`src/rtl/filter_sel_pkg.sv`:
```
// Shared types and constants for the interpolation-output selector pipeline.
// Holds the FSM state encoding and the select-width helper.
package filter_sel_pkg;

    typedef enum logic [0:0] {
        S_IDLE  = 1'b0,
        S_SWEEP = 1'b1
    } state_t;

    localparam int DATA_W_DEF = 14;
    localparam int N_IN_DEF   = 15;

    // Index 0 is reserved for "none", so the field must hold the values 0..n.
    function automatic int sel_width(input int n);
        return $clog2(n + 1);
    endfunction

endpackage

```
`src/rtl/filter_sel_pipe_if.sv`:
```
// Bundle of the filter-bank input channel and the cost-stage output channel.
// The slave modport faces the selector and the master modport faces its environment.
interface filter_sel_pipe_if
    import filter_sel_pkg::*;
#(
    parameter int DATA_W = DATA_W_DEF,
    parameter int N_IN   = N_IN_DEF
);
    localparam int SEL_W = sel_width(N_IN);

    logic [N_IN*DATA_W-1:0]    data_in;
    logic                      in_valid;
    logic                      in_ready;
    logic                      mode;
    logic [SEL_W-1:0]          select;
    logic signed [DATA_W-1:0]  data_out;
    logic [SEL_W-1:0]          sel_out;
    logic                      out_last;
    logic                      out_valid;
    logic                      out_ready;

    modport slave (
        input  data_in, in_valid, mode, select, out_ready,
        output in_ready, data_out, sel_out, out_last, out_valid
    );

    modport master (
        output data_in, in_valid, mode, select, out_ready,
        input  in_ready, data_out, sel_out, out_last, out_valid
    );

endinterface

```
`src/rtl/mux_sel_n.sv`:
```
// Combinational N:1 selector over a packed candidate bank, indexed from 1.
// Index 0 and indices above N_IN produce zero.
module mux_sel_n
    import filter_sel_pkg::*;
#(
    parameter int DATA_W = DATA_W_DEF,
    parameter int N_IN   = N_IN_DEF,
    parameter int SEL_W  = sel_width(N_IN)
) (
    input  logic [N_IN*DATA_W-1:0]   bank,
    input  logic [SEL_W-1:0]         sel,
    output logic signed [DATA_W-1:0] y
);

    // One-hot compare against every legal index; no match leaves the zero default.
    always_comb begin
        y = '0;
        for (int k = 1; k <= N_IN; k++) begin
            if (sel == SEL_W'(k)) begin
                y = bank[k*DATA_W-1 -: DATA_W];
            end else begin
                y = y;
            end
        end
    end

endmodule

```
`src/rtl/filter_sel_pipe.sv`:
```
// Registered selector between the interpolation filter bank and the cost stage.
// Direct mode emits one chosen candidate; sweep mode emits all candidates in index order.
module filter_sel_pipe
    import filter_sel_pkg::*;
#(
    parameter int DATA_W = DATA_W_DEF,
    parameter int N_IN   = N_IN_DEF
) (
    input  logic              clk,
    input  logic              rst,
    filter_sel_pipe_if.slave  sp
);

    localparam int SEL_W = sel_width(N_IN);

    state_t                    state_r, state_nxt_s;
    logic [SEL_W-1:0]          idx_r, idx_nxt_s;
    logic [N_IN*DATA_W-1:0]    hold_r, hold_nxt_s;
    logic signed [DATA_W-1:0]  data_out_r, data_nxt_s;
    logic [SEL_W-1:0]          sel_out_r, sel_nxt_s;
    logic                      out_last_r, last_nxt_s;
    logic                      out_valid_r, valid_nxt_s;

    logic signed [DATA_W-1:0]  mux_dir_s;
    logic signed [DATA_W-1:0]  mux_swp_s;
    logic                      in_ready_s;
    logic                      accept_s;

    mux_sel_n #(
        .DATA_W (DATA_W),
        .N_IN   (N_IN),
        .SEL_W  (SEL_W)
    ) u_mux_direct (
        .bank (sp.data_in),
        .sel  (sp.select),
        .y    (mux_dir_s)
    );

    mux_sel_n #(
        .DATA_W (DATA_W),
        .N_IN   (N_IN),
        .SEL_W  (SEL_W)
    ) u_mux_sweep (
        .bank (hold_r),
        .sel  (idx_r),
        .y    (mux_swp_s)
    );

    // Ready is withheld for the whole sweep except through the slot freed by a consumed output.
    always_comb begin
        in_ready_s = (state_r == S_IDLE) && (!out_valid_r || sp.out_ready);
        accept_s   = sp.in_valid && in_ready_s;
    end

    // Next-state and next-output decode; every register holds unless a transfer moves it.
    always_comb begin
        state_nxt_s = state_r;
        idx_nxt_s   = idx_r;
        hold_nxt_s  = hold_r;
        data_nxt_s  = data_out_r;
        sel_nxt_s   = sel_out_r;
        last_nxt_s  = out_last_r;
        valid_nxt_s = out_valid_r;

        case (state_r)
            S_IDLE: begin
                if (accept_s) begin
                    if (!sp.mode) begin
                        data_nxt_s  = mux_dir_s;
                        sel_nxt_s   = sp.select;
                        last_nxt_s  = 1'b1;
                        valid_nxt_s = 1'b1;
                    end else begin
                        hold_nxt_s  = sp.data_in;
                        data_nxt_s  = sp.data_in[DATA_W-1:0];
                        sel_nxt_s   = SEL_W'(1);
                        last_nxt_s  = (N_IN == 1);
                        valid_nxt_s = 1'b1;
                        idx_nxt_s   = SEL_W'(2);
                        state_nxt_s = (N_IN > 1) ? S_SWEEP : S_IDLE;
                    end
                end else if (out_valid_r && sp.out_ready) begin
                    valid_nxt_s = 1'b0;
                end else begin
                    valid_nxt_s = out_valid_r;
                end
            end

            S_SWEEP: begin
                // Beat idx-1 is leaving now, so hold[idx] takes its place.
                if (sp.out_ready) begin
                    data_nxt_s = mux_swp_s;
                    sel_nxt_s  = idx_r;
                    last_nxt_s = (idx_r == SEL_W'(N_IN));
                    if (idx_r == SEL_W'(N_IN)) begin
                        state_nxt_s = S_IDLE;
                        idx_nxt_s   = SEL_W'(1);
                    end else begin
                        idx_nxt_s   = idx_r + SEL_W'(1);
                    end
                end else begin
                    state_nxt_s = state_r;
                end
            end

            default: begin
                state_nxt_s = S_IDLE;
                idx_nxt_s   = SEL_W'(1);
                valid_nxt_s = 1'b0;
                last_nxt_s  = 1'b0;
            end
        endcase
    end

    // State, sweep bank and output registers; reset discards any sweep in flight.
    always_ff @(posedge clk or posedge rst) begin
        if (rst) begin
            state_r     <= S_IDLE;
            idx_r       <= SEL_W'(1);
            hold_r      <= '0;
            data_out_r  <= '0;
            sel_out_r   <= '0;
            out_last_r  <= 1'b0;
            out_valid_r <= 1'b0;
        end else begin
            state_r     <= state_nxt_s;
            idx_r       <= idx_nxt_s;
            hold_r      <= hold_nxt_s;
            data_out_r  <= data_nxt_s;
            sel_out_r   <= sel_nxt_s;
            out_last_r  <= last_nxt_s;
            out_valid_r <= valid_nxt_s;
        end
    end

    assign sp.in_ready  = in_ready_s;
    assign sp.data_out  = data_out_r;
    assign sp.sel_out   = sel_out_r;
    assign sp.out_last  = out_last_r;
    assign sp.out_valid = out_valid_r;

endmodule

```
`src/flat_wrapper.sv`:
```
// flat-port wrapper written by rule: the top's interface ports become plain ports
module filter_sel_pipe_flat import filter_sel_pkg::*;
#(
    parameter int DATA_W = DATA_W_DEF,
    parameter int N_IN   = N_IN_DEF
)
  (clk, rst, sp_data_in, sp_in_valid, sp_mode, sp_select, sp_out_ready, sp_in_ready, sp_data_out, sp_sel_out, sp_out_last, sp_out_valid);
  filter_sel_pipe_if #(.DATA_W(DATA_W), .N_IN(N_IN)) sp_i ();
  input  logic clk;
  input  logic rst;
  input wire logic [$bits(sp_i.data_in)-1:0] sp_data_in;
  input wire logic [$bits(sp_i.in_valid)-1:0] sp_in_valid;
  input wire logic [$bits(sp_i.mode)-1:0] sp_mode;
  input wire logic [$bits(sp_i.select)-1:0] sp_select;
  input wire logic [$bits(sp_i.out_ready)-1:0] sp_out_ready;
  output wire logic [$bits(sp_i.in_ready)-1:0] sp_in_ready;
  output wire logic [$bits(sp_i.data_out)-1:0] sp_data_out;
  output wire logic [$bits(sp_i.sel_out)-1:0] sp_sel_out;
  output wire logic [$bits(sp_i.out_last)-1:0] sp_out_last;
  output wire logic [$bits(sp_i.out_valid)-1:0] sp_out_valid;
  assign sp_i.data_in = sp_data_in;
  assign sp_i.in_valid = sp_in_valid;
  assign sp_i.mode = sp_mode;
  assign sp_i.select = sp_select;
  assign sp_i.out_ready = sp_out_ready;
  assign sp_in_ready = sp_i.in_ready;
  assign sp_data_out = sp_i.data_out;
  assign sp_sel_out = sp_i.sel_out;
  assign sp_out_last = sp_i.out_last;
  assign sp_out_valid = sp_i.out_valid;
  filter_sel_pipe #(.DATA_W(DATA_W), .N_IN(N_IN)) u_core (.clk(clk), .rst(rst), .sp(sp_i));
endmodule
```
`config.mk`:
```
export PLATFORM = sky130hd
export DESIGN_NAME = filter_sel_pipe_flat
export DESIGN_NICKNAME = d
export VERILOG_FILES = /design/src/rtl/filter_sel_pkg.sv /design/src/rtl/filter_sel_pipe_if.sv /design/src/rtl/mux_sel_n.sv /design/src/rtl/filter_sel_pipe.sv /design/src/flat_wrapper.sv
export SDC_FILE = /design/constraint.sdc
export NUM_CORES = 1
export LEC_CHECK = 0
export CAP_MARGIN = 15
export CORE_ASPECT_RATIO = 1.25
export CORE_MARGIN = 4
export CORE_UTILIZATION = 27
export DETAILED_ROUTE_END_ITERATION = 16
export SYNTH_ARGS = -nofsm -noshare
export SYNTH_HDL_FRONTEND = slang
export SYNTH_SLANG_ARGS = --single-unit
```
`constraint.sdc`:
```
create_clock -name clk -period 8.09 [get_ports clk]
set_clock_uncertainty 0.05 [all_clocks]
set_input_delay 0.809 -clock clk [delete_from_list [all_inputs] [get_ports clk]]
set_output_delay 0.809 -clock clk [all_outputs]
set_load 0.05 [all_outputs]
```
==> impl_results.md <==
- Vias/cell: 5.71
- # fillers: 4950
- Max-slew headroom: 24.8%
- Leak: 6.80 nW
- Hold slack: 0.428 ns
- Initial antenna violation count: 7
- Setup violators final: 0
- Syn Nets: 1583
- DRC violations left: 0
- Prevailing post-synth register cell: dfrtp_1
- Combinational power share: 44.2%
- Top sig layer: met5
- Clk buf depth: 3
- Hold buffer count at cts: 0
- Total gr overflow: 0
- P&R area growth vs syn: 26.8%
- CTS root buf: clkbuf_16
- RSZ-0062 raised after global routing: false
- Power Internal: 3.60 mW
- Post-DP Area: 16400 um2
- Yosys Warn Count: 0
- Tcrit/Tclk final: 46.9%
- Netlist cell types: 82
- Proportion of layout cells with a drive suffix above 1: 18.9%
- Final Max Tran Viols: 0
- Critical path arrival: 4.24 ns
- Drt wl/cell: 27.8 um
- Layout Cells excl Fill: 2204
- DPL Wire Length: 45.3 mm
- CP startpoint kind: flip-flop
- DR vias: 12600
- Cells after DPL: 2153
- Die W: 209 um
- DR WL met3: 5.48 mm
- Die area: 54300 um2
- Worst Reg-to-Reg Cells: 9
- Top post-synthesis cells by area: dfrtp_1 (43%), mux2_2 (16%), nand2_1 (4.2%)
- Clock slew at reported path FFs: 0.06 ns
- I/O Buffers: 239
- Power per cell area: 352 nW/um2
- Fmax: 263 MHz
- Clock Latency Late Sink: 0.57 ns
- Vias in the first global route: 12500
- First-pass GRT wire length: 88.5 mm
- CP required: 8.53 ns
- WL met1: 24.7 mm
- Initial DRC count: 1233
- Die H: 260 um
- Cells after Synth: 1360
- Clock power share: 20.6%
- Hold Path Class: reg -> reg
- Max rail drop VDD: 0.000196 V
- Final hold violation count: 0
- Switching power: 2.50 mW
- TritonCTS Sinks: 235
- Cell Area, Synth: 13700 um2
- Design area: 17300 um2
- Post-CTS Resized: 0
- GRT Total Usage: 21.6%
- CP Buf/Inv Count: 2
- Worst Max-Slew Pin Slew: 1.13 ns
- Hold depth: 2
- Delay of the slowest cell on the worst path: 0.92 ns
- Row count: 91
- Post-route setup slack: 4.29 ns
- FFs w/ async S/R, synth: 100%
- Starting density of the core: 27.5%
- Final GP Congestion: 0.928
- Seq/Total Area, Yosys: 43.0%
- NumNets Final: 1753
- Number of cells on the critical path: 9
- CTS tree: done
- Worst path cell trace: inv_1 > ha_2 > buf_4 > nor2b_2 > a22oi_1 > nor2_1 > o21ai_0 > a31oi_1 > o32a_1
- Max Cap Viol: 0
- Share of the synthesized area in the top cell type: 42.8%
- CP max stage cell: nor2b_2
- TNS Setup: 0 ns
- Routed Wire Length: 61.3 mm
- Status: finished clean
- Syn_area_per_cell: 10.1 um2
- Sequential share of power: 35.1%
- Largest net degree at the start of global routing: 125
- Crit. End Element: flip-flop
- Switch share: 40.9%
- I/O pin total: 240
- Max Fanout on Critical Path: 45
- Top Family by Delay on Critical Path: simple AND/OR/NAND/NOR gates
- Setup Slack @ Placement: 4.40 ns
- Post-CTS Setup Bufs: 0
- Synthesized flop and latch total: 235
- CORE AREA: 49800 um2
- Worst Path Class, Setup: reg -> reg
- H-tree depth: 1
- Drt pass-1 iters: 5
- Antenna viol nets, final: 0
- Cell taking the most area after synthesis: dfrtp_1
- Met2 routed WL: 28.1 mm
- Num CTS Buffers: 26
- Fin crit period: 3.80 ns
- Number of flops mapped to enable cells by yosys: 0
sequential cells by signal (all words and copies together) (netlist names):
name                 count
u_core.state_r           1
u_core.sp.sel_out        4
u_core.idx_r             4
u_core.sp.out_valid      1
u_core.hold_r          210
u_core.sp.out_last       1
u_core.sp.data_out      14
area by class of cell:
type	instances	area, um2	area share (%)
well taps	651	815	4.70
multi-input cells	980	7060	40.8
clock inverters	9	111	0.642
diodes	4	10.0	0.0577
flip-flops and latches	235	5880	33.9
clock buffers	38	786	4.53
repair buffers	261	2560	14.8
inverters	26	105	0.606
kinds of logic (layout without fill, tap and decap cells):
| family | Yosys count | after routing | synth area share [%] |
|---|---|---|---|
| AOI/OAI and AO/OA | 406 | 406 | 20.2 |
| xor gates and xnor gates | 1 | 1 | 0.0641 |
| adders and majority gates | 4 | 4 | 0.366 |
| buffers and inverters | 145 | 334 | 5.50 |
| DFF | 235 | 235 | 43.0 |
| muxes | 229 | 229 | 19.0 |
| other | 0 | 4 | 0 |
| and+or+nand+nor | 340 | 340 | 11.8 |
routing by layer:
metal / global-route usage [%] / up-vias
li1: - / 5413
met1: 28.7 / 6279
met2: 34.2 / 742
met3: 4.63 / 140
met4: 9.25 / 6
met5: 0 / -
power by group through the flow:
stage	logic (mW)	clock network (mW)	registers [mW]
after floorplan	1.64	0	2.18
after global placement	2.63	0	2.12
after CTS	2.67	1.28	2.13
after detailed placement	2.66	0	2.14
after global routing	2.89	1.32	2.19
final	2.70	1.26	2.14
worst paths after layout:
kind / from / end / slack, ns
worst max-delay path: u_core.idx_r[0]$_DFFE_PP1P_ / u_core.sp.data_out[7]$_DFFE_PP0P_ / 4.29
worst min-delay path: u_core.hold_r[205]$_DFFE_PP0P_ / u_core.hold_r[205]$_DFFE_PP0P_ / 0.43
worst max register to register: u_core.idx_r[0]$_DFFE_PP1P_ / u_core.sp.data_out[7]$_DFFE_PP0P_ / 4.29
worst min register to register: u_core.hold_r[205]$_DFFE_PP0P_ / u_core.hold_r[205]$_DFFE_PP0P_ / 0.43
max in group asynchronous: rst / u_core.hold_r[194]$_DFFE_PP0P_ / 5.67
min in group asynchronous: rst / u_core.hold_r[195]$_DFFE_PP0P_ / 0.77
tightest hold or removal path, stage by stage (launching register included):
cell and delay [ns]:
dfrtp_1 0.34, nand2_1 0.05, nand2_1 0.06
cells in the final DEF, fill, tap and decap left out, types with 15 or more instances in the layout:
cell type and instances:
clkdlybuf4s50_1 236, dfrtp_1 233, mux2_2 191, nand2_1 153, o21ai_0 94, a21oi_1 75
nor2_1 64, o22ai_1 36, mux2i_1 29, clkbuf_16 26, a221oi_1 25, inv_1 23
nand3_1 23, buf_4 23, a31oi_1 19, o221ai_1 18, nand2b_1 17, nor2b_1 17
o211ai_1 15
Yosys cell counts (12+ instances only):
cell type,number
a31oi_1,19
nand3_1,24
nand3b_1,14
a22oi_1,14
o22ai_1,36
nor2b_1,18
buf_2,49
a221oi_1,25
o221ai_1,18
mux2i_1,29
o211ai_1,15
o21ai_0,94
dfrtp_1,234
mux2_2,191
a21oi_1,75
clkbuf_1,35
nand2b_1,17
nor2_1,64
inv_1,24
buf_4,18
a221o_1,13
nand2_1,153
nor3_1,12
stage by stage:
step                      power (mW)  util, %
after floorplan                 3.82        -
after global placement          4.75     33.0
after detailed placement        4.80     33.0
after CTS                       6.07     34.8
after global routing            6.41     34.8
final                           6.10     34.8
(Power assumes the default switching activity.)
